<file path="config.mk">
export PLATFORM = sky130hd
export DESIGN_NAME = cam_dvp_gen
export DESIGN_NICKNAME = d
export VERILOG_FILES = /design/src/rtl/cam_dvp_gen.sv
export SDC_FILE = /design/constraint.sdc
export NUM_CORES = 1
export LEC_CHECK = 0
export ABC_AREA = 1
export CORE_MARGIN = 5
export CORE_UTILIZATION = 54
export CTS_CLUSTER_SIZE = 24
export DETAILED_ROUTE_END_ITERATION = 6
export PLACE_DENSITY_LB_ADDON = 0.2
export REMOVE_ABC_BUFFERS = 1
export SLEW_MARGIN = 10
export SYNTH_ARGS = -nofsm -noshare
export SYNTH_HDL_FRONTEND = slang
export SYNTH_SLANG_ARGS = --single-unit
</file>
<file path="constraint.sdc">
create_clock -name CLK -period 3.15 [get_ports CLK]
set_input_delay 0.63 -clock CLK [delete_from_list [all_inputs] [get_ports CLK]]
set_output_delay 0.63 -clock CLK [all_outputs]
set_load 0.02 [all_outputs]
</file>
<file path="src/rtl/cam_dvp_gen.sv">
// DVP camera emulator: divides CLK into PCLK and streams an RGB565 test pattern
// byte-serially with VSYNC/HREF framing, as a physical sensor would.
module cam_dvp_gen #(
    parameter int H_ACTIVE = 640,
    parameter int H_BLANK  = 144,
    parameter int V_ACTIVE = 480,
    parameter int V_SYNC   = 3,
    parameter int V_BACK   = 17,
    parameter int V_FRONT  = 10,
    parameter int PCLK_DIV = 2
) (
    input  logic        CLK,
    input  logic        RST_N,
    input  logic        Enable,
    input  logic [1:0]  PatternSel,
    output logic        PCLK,
    output logic        CamVsync,
    output logic        CamHsync,
    output logic [7:0]  CamData,
    output logic        FrameDone,
    output logic [15:0] FrameCount,
    output logic [2:0]  dbg_state
);

    localparam int BPL     = 2 * H_ACTIVE + H_BLANK;
    localparam int BC_W    = (BPL > 1) ? $clog2(BPL) : 1;
    localparam int V_MAX01 = (V_SYNC > V_BACK) ? V_SYNC : V_BACK;
    localparam int V_MAX23 = (V_ACTIVE > V_FRONT) ? V_ACTIVE : V_FRONT;
    localparam int V_MAX   = (V_MAX01 > V_MAX23) ? V_MAX01 : V_MAX23;
    localparam int LC_W    = $clog2(V_MAX + 1);
    localparam int DIV_W   = (PCLK_DIV > 1) ? $clog2(PCLK_DIV) : 1;

    localparam logic [DIV_W-1:0] DIV_LAST = DIV_W'(PCLK_DIV - 1);
    localparam logic [BC_W-1:0]  BC_LAST  = BC_W'(BPL - 1);
    localparam logic [31:0]      HREF_END = 32'(2 * H_ACTIVE);
    localparam logic [15:0]      BAR_W    = 16'(H_ACTIVE / 8);

    localparam logic [2:0] S_IDLE   = 3'd0;
    localparam logic [2:0] S_VSYNC  = 3'd1;
    localparam logic [2:0] S_VBACK  = 3'd2;
    localparam logic [2:0] S_ACTIVE = 3'd3;
    localparam logic [2:0] S_VFRONT = 3'd4;

    logic [DIV_W-1:0] div_cnt;
    logic             tick;
    logic [2:0]       state, n_state;
    logic [BC_W-1:0]  bc, n_bc;
    logic [LC_W-1:0]  lc, n_lc;
    logic [1:0]       pat, n_pat;
    logic             frame_end;
    logic             n_vsync, n_hsync;
    logic [7:0]       n_data;

    // Last line index of each vertical region.
    function automatic logic [LC_W-1:0] lines_last(input logic [2:0] s);
        logic [LC_W-1:0] r;
        case (s)
            S_VSYNC:  r = LC_W'(V_SYNC - 1);
            S_VBACK:  r = LC_W'(V_BACK - 1);
            S_ACTIVE: r = LC_W'(V_ACTIVE - 1);
            S_VFRONT: r = LC_W'(V_FRONT - 1);
            default:  r = '0;
        endcase
        return r;
    endfunction

    // Byte for position b of active line l; even b carries the high byte.
    function automatic logic [7:0] pix_byte(input logic [1:0] p_sel,
                                            input logic [BC_W-1:0] b,
                                            input logic [LC_W-1:0] l);
        logic [15:0] x;
        logic [15:0] bar;
        logic [7:0]  y;
        logic [15:0] p;
        x   = 16'(b >> 1);
        y   = 8'(l);
        bar = x / BAR_W;
        case (p_sel)
            2'd0: begin
                case (bar)
                    16'd0:   p = 16'hFFFF;
                    16'd1:   p = 16'hFFE0;
                    16'd2:   p = 16'h07FF;
                    16'd3:   p = 16'h07E0;
                    16'd4:   p = 16'hF81F;
                    16'd5:   p = 16'hF800;
                    16'd6:   p = 16'h001F;
                    default: p = 16'h0000;
                endcase
            end
            2'd1:    p = {y, x[7:0]};
            2'd2:    p = 16'hF800;
            default: p = (x[3] ^ y[3]) ? 16'hFFFF : 16'h0000;
        endcase
        return b[0] ? p[7:0] : p[15:8];
    endfunction

    // PCLK falls on the tick, so outputs registered here are stable at its rise.
    assign tick      = PCLK && (div_cnt == DIV_LAST);
    assign dbg_state = state;

    always_comb begin
        n_state   = state;
        n_bc      = bc;
        n_lc      = lc;
        n_pat     = pat;
        frame_end = 1'b0;
        if (state == S_IDLE) begin
            if (Enable) begin
                n_state = S_VSYNC;
                n_bc    = '0;
                n_lc    = '0;
                n_pat   = PatternSel;
            end
        end else if (bc != BC_LAST) begin
            n_bc = bc + BC_W'(1);
        end else begin
            n_bc = '0;
            if (lc != lines_last(state)) begin
                n_lc = lc + LC_W'(1);
            end else begin
                n_lc = '0;
                case (state)
                    S_VSYNC:  n_state = S_VBACK;
                    S_VBACK:  n_state = S_ACTIVE;
                    S_ACTIVE: n_state = S_VFRONT;
                    S_VFRONT: begin
                        frame_end = 1'b1;
                        if (Enable) begin
                            n_state = S_VSYNC;
                            n_pat   = PatternSel;
                        end else begin
                            n_state = S_IDLE;
                        end
                    end
                    default:  n_state = S_IDLE;
                endcase
            end
        end
    end

    // Outputs describe the byte period that begins with this tick.
    always_comb begin
        n_vsync = (n_state == S_VSYNC);
        n_hsync = (n_state == S_ACTIVE) && (32'(n_bc) < HREF_END);
        n_data  = n_hsync ? pix_byte(n_pat, n_bc, n_lc) : 8'h00;
    end

    always_ff @(posedge CLK or negedge RST_N) begin
        if (!RST_N) begin
            div_cnt    <= '0;
            PCLK       <= 1'b0;
            state      <= S_IDLE;
            bc         <= '0;
            lc         <= '0;
            pat        <= '0;
            CamVsync   <= 1'b0;
            CamHsync   <= 1'b0;
            CamData    <= 8'h00;
            FrameDone  <= 1'b0;
            FrameCount <= 16'h0000;
        end else begin
            FrameDone <= 1'b0;
            if (div_cnt == DIV_LAST) begin
                div_cnt <= '0;
                PCLK    <= ~PCLK;
            end else begin
                div_cnt <= div_cnt + DIV_W'(1);
            end
            if (tick) begin
                state    <= n_state;
                bc       <= n_bc;
                lc       <= n_lc;
                pat      <= n_pat;
                CamVsync <= n_vsync;
                CamHsync <= n_hsync;
                CamData  <= n_data;
                if (frame_end) begin
                    FrameDone  <= 1'b1;
                    FrameCount <= FrameCount + 16'd1;
                end
            end
        end
    end

endmodule

</file>
Yosys cells after proc, flatten, opt, wreduce, memory -nomap -nowiden
Index checks and enable logic that the tools add are counted.
Widths: inputs -> output; s select.
{"block": "classes", "addsub": 4, "div_mod_pow": 1, "n_lt_le_gt_ge": 1, "eq_ne": 18, "mux": 33, "bitwise_logic": 2, "n_reduce_logical": 7}
{"operator": "$pmux 16 s7", "count": 1}
{"operator": "$mux 9", "count": 6}
{"operator": "$eq 16x3->1 const B", "count": 3}
{"operator": "$pmux 16 s3", "count": 1}
{"operator": "$pmux 9 s4", "count": 1}
{"operator": "$mux 11", "count": 3}
{"operator": "$eq 16x2->1 const B", "count": 2}
{"operator": "$add 16x1->16 const B", "count": 1}
{"operator": "$div 10x7->16 const B", "count": 1}
{"operator": "$eq 16x1->1 const B", "count": 1}
{"operator": "$logic_not 16->1", "count": 1}
{"operator": "$mux 16", "count": 1}
{"operator": "$mux 8", "count": 2}
{"operator": "$mux 3", "count": 4}
{"operator": "$pmux 3 s4", "count": 1}
{"operator": "$add 11x1->11 const B", "count": 1}
{"operator": "$lt 11x11->1 const B", "count": 1}
{"operator": "$ne 11x11->1 const B", "count": 1}
{"operator": "$mux 2", "count": 5}
{"operator": "$add 9x1->9 const B", "count": 1}
{"operator": "$eq 3x2->1 const B", "count": 3}
{"operator": "$ne 9x9->1", "count": 1}
{"operator": "$mux 1", "count": 8}
{"operator": "$eq 3x1->1 const B", "count": 2}
{"operator": "12 further kinds", "count": 14}
{"block": "totals", "regBits": 54, "inputBits": 5, "output_inout_bits": 31, "word_cells": 78}

Longest topological paths before layout
{"block": "logic_depth", "word_depth": 13, "ltp_mapped": 22, "depth_no_buf": 22}

Worst setup path before layout
OpenSTA, ideal clock, no wires.
{"block": "synth_path", "path_type": "reg-to-reg", "start": "reg state[1], in the netlist dbg_state[1]", "end": "reg FrameCount[14]", "setup_ns": 0.129, "t_arrival_ns": 2.192, "required_time_ns": 3.021, "path_slack_ns": 0.828, "stages_incl_launch_ff": 17, "n_path_buf": 0, "synth_period_minus_slack_ns": 2.322, "path_cell_list": "dfrtp_1 inv_1 nor2_2 nand2_1 o21ai_2 nand3_2 nor3_4 nand3_4 nor2_4 nand2_4 nor2_4 nand2_4 nor2_4 nand2_2 nor2_4 nand3_2 xnor2_1"}
{"block": "synth_between", "elab_chain_cells": 9, "word_cells_on_any_way": 14, "classes_between": "5 x eq/ne; 7 x mux; 2 x reduce/logical"}
{"element": "start: declaration", "line": "46", "text": "logic [2:0] state, n_state;"}
{"element": "start signal: assignment", "line": "171", "text": "state <= n_state;"}
{"element": "$eq 3x3->1 (tied with other cells)", "line": "57, 123"}
{"element": "$pmux 9 s4", "line": "57", "text": "case (s)"}
{"element": "$mux 9", "line": "115", "text": "end else if (bc != BC_LAST) begin"}
{"element": "$mux 9", "line": "108", "text": "if (state == S_IDLE) begin"}
{"element": "$ne 9x9->1", "line": "119", "text": "if (lc != lines_last(state)) begin"}
{"element": "$mux 1", "line": "119"}
{"element": "$mux 1", "line": "115"}
{"element": "$mux 1 (*)", "line": "108"}
{"element": "$reduce_and 2->1 (no line) (*)"}
{"element": "end signal: assignment", "line": "180", "text": "FrameCount <= FrameCount + 16'd1;"}
{"element": "end: declaration", "line": "21", "text": "output logic [15:0] FrameCount,"}
Every way passes the cells marked *; elsewhere a longest branch is shown, timed or not. The select of a mux whose other input is x is not followed.
A chain may end at the register's enable or synchronous reset.

Worst setup path in the final report
{"block": "layout_path", "start": "reg bc[0]", "end": "reg CamData[4]"}
{"block": "layout_between", "elab_chain_cells": 9, "word_cells_on_any_way": 31, "classes_between": "1 x add/sub; 1 x div; 1 x order compare; 10 x eq/ne; 14 x mux; 1 x bitwise; 3 x reduce/logical"}
{"element": "start: declaration", "line": "47", "text": "logic [BC_W-1:0] bc, n_bc;"}
{"element": "start signal: assignment", "line": "172", "text": "bc <= n_bc;"}
{"element": "$add 11x1->11 / $ne 11x11->1 (equally long branches)", "line": "116, 115"}
{"element": "$mux 11", "line": "115"}
{"element": "$mux 11", "line": "108"}
{"element": "$div 10x7->16", "line": "77", "text": "bar = x / BAR_W;"}
{"element": "$eq 16x3->1 (tied with other cells)", "line": "80", "text": "case (bar)"}
{"element": "$pmux 16 s7", "line": "80"}
{"element": "$pmux 16 s3", "line": "78", "text": "case (p_sel)"}
{"element": "$mux 8", "line": "95", "text": "return b[0] ? p[7:0] : p[15:8];"}
{"element": "$mux 8 (*)", "line": "146", "text": "n_data = n_hsync ? pix_byte(n_pat, n_bc, n_lc) : 8'h00;"}
{"element": "end signal: assignment", "line": "177", "text": "CamData <= n_data;"}
{"element": "end: declaration", "line": "19", "text": "output logic [7:0] CamData,"}
Marks and branches as above.

==> flow_summary.json <==
{
  "postLayoutSetupSlackWorst_ns": 0.309,
  "area_growth_syn_to_layout_pct": 15.7,
  "antennaDiodeCount": 0,
  "timing.final.crit_period_ns": 2.84,
  "std_cell_rows": 29,
  "dpl.hpwl_um": 7090,
  "floorplan.core_area_mm2": 0.00642,
  "vias": 3558,
  "initial_drt_pass_iterations": 5,
  "static-leakage-power_nw": 2.11,
  "grt_max_degree": 33,
  "initial_utilization": 0.563,
  "report.final.setup_viol": 0,
  "grt_usage": 0.226,
  "critical_path.startpoint_type": "flop",
  "place.gp.congestion": 0.941,
  "cts-hold-fix-buffers": 0,
  "cell_internal_pwr_uw": 933,
  "ys_types": 36,
  "post_cts_buffers": 0,
  "timing_worst_setup_path_type": "reg -> reg",
  "die_width_um": 91.8,
  "critical_path_required_ns": 3.36,
  "post-synth-top-area-fraction": 0.374,
  "final.setup.tns_ns": 0,
  "io-pin-count": 36,
  "totalWireLength_um": 9330,
  "yosysMostFrequentCell": "sky130_fd_sc_hd__nand2_1",
  "slew-limit-headroom": 0.562,
  "clkSinkCount": 54,
  "cts_tree": "done",
  "ctsLongestPathBuffers": 2,
  "pre_cts_slack_ns": 0.296,
  "buffer_ports.inserted": 35,
  "met3_track_usage_gr": 0.0368,
  "dominantRegCellSynth": "sky130_fd_sc_hd__dfrtp_1",
  "max_clock_freq_ghz": 0.352,
  "timing.critical_path.arrival_ns": 3.05,
  "whs_ns": 0.330,
  "final_core_util": 0.651,
  "place_inst": 619,
  "grt_antenna_before_repair": 0,
  "critPathMaxFanout": 7,
  "cts_resized": 0,
  "h-tree-depth": 2,
  "async_reset_ff_frac": 1.00,
  "post-synth-top-area-cell": "sky130_fd_sc_hd__dfrtp_1",
  "die_h_um": 91.8,
  "grt_first_pass_wirelength_um": 15600,
  "ys_top_cells_by_area": "sky130_fd_sc_hd__dfrtp_1 (37%), sky130_fd_sc_hd__nand2_1 (16%), sky130_fd_sc_hd__inv_1 (6.3%), sky130_fd_sc_hd__nand3_1 (4.8%), sky130_fd_sc_hd__o21ai_0 (4.2%)",
  "postSynthRegisterBits": 54,
  "reg2reg_setup_slack_ns": 0.31,
  "worst_pin_slew_ns": 0.657,
  "hp-class": "in -> async",
  "clk-insertion-delay-late_ns": 0.32,
  "tritoncts.num_buffers": 5,
  "slew_viol_final": 0,
  "number_of_global_route_vias_before_repair": 3291,
  "outcome": "completed",
  "power_switching_uw": 256,
  "power.share.sequential": 0.583,
  "comb_power_share": 0.018,
  "final_min_period_over_clock_period": 0.902,
  "gr-usage-met2": 0.366,
  "finalClockSkew_ns": 0.0112,
  "met1_use_gr": 0.317,
  "post_drt_via_cell_ratio": 5.67,
  "filler_free_cell_count_of_the_finished_design": 627,
  "final_layout_size_suffix_gt1_frac": 0.115,
  "layout.nets": 557,
  "final-hold-violation-count": 0,
  "die_outline_area_mm2": 0.00843,
  "clk_transition_reported_paths_ns": 0.10,
  "syn-cell-area_mm2": 0.00361,
  "postSynthCellCount": 508,
  "cap_violations": 0,
  "synth_sequential_area_ratio": 0.374,
  "timing.critical_path.to_type": "flop",
  "reg2reg_depth": 20,
  "synth_commonest_cells": "sky130_fd_sc_hd__nand2_1 (152), sky130_fd_sc_hd__inv_1 (61), sky130_fd_sc_hd__dfrtp_1 (54), sky130_fd_sc_hd__nor2_1 (38), sky130_fd_sc_hd__nand3_1 (35)",
  "power.clock.fraction": 0.399,
  "syn_avg_cell_area_um2": 7.11,
  "synth-edff-count": 0,
  "drcViolationCount": 0,
  "clk_root_buffer_cell": "sky130_fd_sc_hd__clkbuf_8",
  "power_switching_share": 0.215,
  "vdd_drop_max_mv": 0.262,
  "detail_route_antenna_nets": 0,
  "grt_overflow_total": 0,
  "synthesis.yosys.warnings": 0,
  "routedWlPerCell_um": 14.9,
  "grt_busiest_layer": "met2",
  "p_per_area_mw_per_mm2": 284,
  "rsz_0062_raised_after_global_routing": "false",
  "initialDrtViolationCount": 356
}
## area by class of cell
type / instances / area [µm²]
clock buffer: 5 / 68.8
clock inverter: 3 / 40.0
fill: 583 / 2240
inverter: 68 / 255
multi-input combinational: 380 / 1980
sequential: 54 / 1350
tap: 77 / 96.3
timing repair buffer: 40 / 383
## critical path, cell delays in order (launching register included)
cell and delay (ns):
sky130_fd_sc_hd__dfrtp_1 0.49, sky130_fd_sc_hd__ha_1 0.21, sky130_fd_sc_hd__nand2_1 0.09, sky130_fd_sc_hd__nor2_1 0.30, sky130_fd_sc_hd__nand2_1 0.11, sky130_fd_sc_hd__nand2_1 0.07
sky130_fd_sc_hd__nand4_1 0.11, sky130_fd_sc_hd__nand2_1 0.21, sky130_fd_sc_hd__inv_1 0.13, sky130_fd_sc_hd__nand2_1 0.07, sky130_fd_sc_hd__nand2_1 0.08, sky130_fd_sc_hd__nand3_1 0.14
sky130_fd_sc_hd__nand3_2 0.13, sky130_fd_sc_hd__nand2_2 0.09, sky130_fd_sc_hd__nand2_1 0.08, sky130_fd_sc_hd__nand2_1 0.07, sky130_fd_sc_hd__nand2_1 0.06, sky130_fd_sc_hd__nand3_2 0.12
sky130_fd_sc_hd__nand2_1 0.07, sky130_fd_sc_hd__nand2_1 0.05, sky130_fd_sc_hd__nand2_1 0.05
## cell usage in the layout, fill, tap and decap left out, types with 8 or more instances in the layout
cell	count
sky130_fd_sc_hd__a21oi_1	16
sky130_fd_sc_hd__clkdlybuf4s50_1	34
sky130_fd_sc_hd__dfrtp_1	54
sky130_fd_sc_hd__inv_1	61
sky130_fd_sc_hd__nand2_1	152
sky130_fd_sc_hd__nand2_2	14
sky130_fd_sc_hd__nand3_1	35
sky130_fd_sc_hd__nand4_1	8
sky130_fd_sc_hd__nor2_1	38
sky130_fd_sc_hd__nor3_1	8
sky130_fd_sc_hd__o21ai_0	30
sky130_fd_sc_hd__o22ai_1	15
sky130_fd_sc_hd__xor2_1	13
## metal layers
layer | vias to the layer above | share of wire
li1 | 1720 | -
met1 | 1649 | 0.46
met2 | 173 | 0.46
met3 | 16 | 0.068
met4 | 0 | 0.014
met5 | - | 0
## sequential cells by signal (all words and copies together) (netlist names), 2 cells and up
signal,flops
lc,9
pat,2
bc,11
dbg_state,3
FrameCount,16
CamData,8
## per-stage QoR
| stage | power [mW] | area (µm²) |
|---|---|---|
| after floorplan | 0.708 | 3590 |
| after global placement | 0.729 | 4070 |
| after detailed placement | 0.729 | 4070 |
| after CTS | 1.20 | 4180 |
| after global routing | 1.23 | 4180 |
| final | 1.19 | 4180 |
## power by group through the flow
stage / Sequential [mW] / Combinational [mW] / Clock (mW)
final: 0.693 / 0.0218 / 0.474
after global routing: 0.693 / 0.0254 / 0.510
after CTS: 0.693 / 0.0231 / 0.483
after detailed placement: 0.706 / 0.0229 / 0
after global placement: 0.706 / 0.0227 / 0
after floorplan: 0.707 / 0.00102 / 0
## kinds of logic (layout without fill, tap and decap cells)
| kind of cell | Yosys count | in the layout | share of synthesized area |
|---|---|---|---|
| adders and majority gates | 3 | 3 | 0.0104 |
| AOI/OAI and AO/OA | 73 | 73 | 0.114 |
| and+or+nand+nor | 283 | 283 | 0.371 |
| xor gates and xnor gates | 20 | 20 | 0.0506 |
| DFF | 54 | 54 | 0.374 |
| muxes | 1 | 1 | 0.00312 |
| buffers and inverters | 74 | 116 | 0.0769 |
## worst paths after layout
| check | from | endpoint |
|---|---|---|
| max | bc[0] | CamData[4] |
| max in group asynchronous | RST_N | bc[1] |
| min | RST_N | CamVsync |
| min in group CLK | div_cnt | div_cnt |
| max reg2reg | bc[0] | CamData[4] |
| min reg2reg | div_cnt | div_cnt |
No activity file was read; power rests on OpenSTA's default activity.
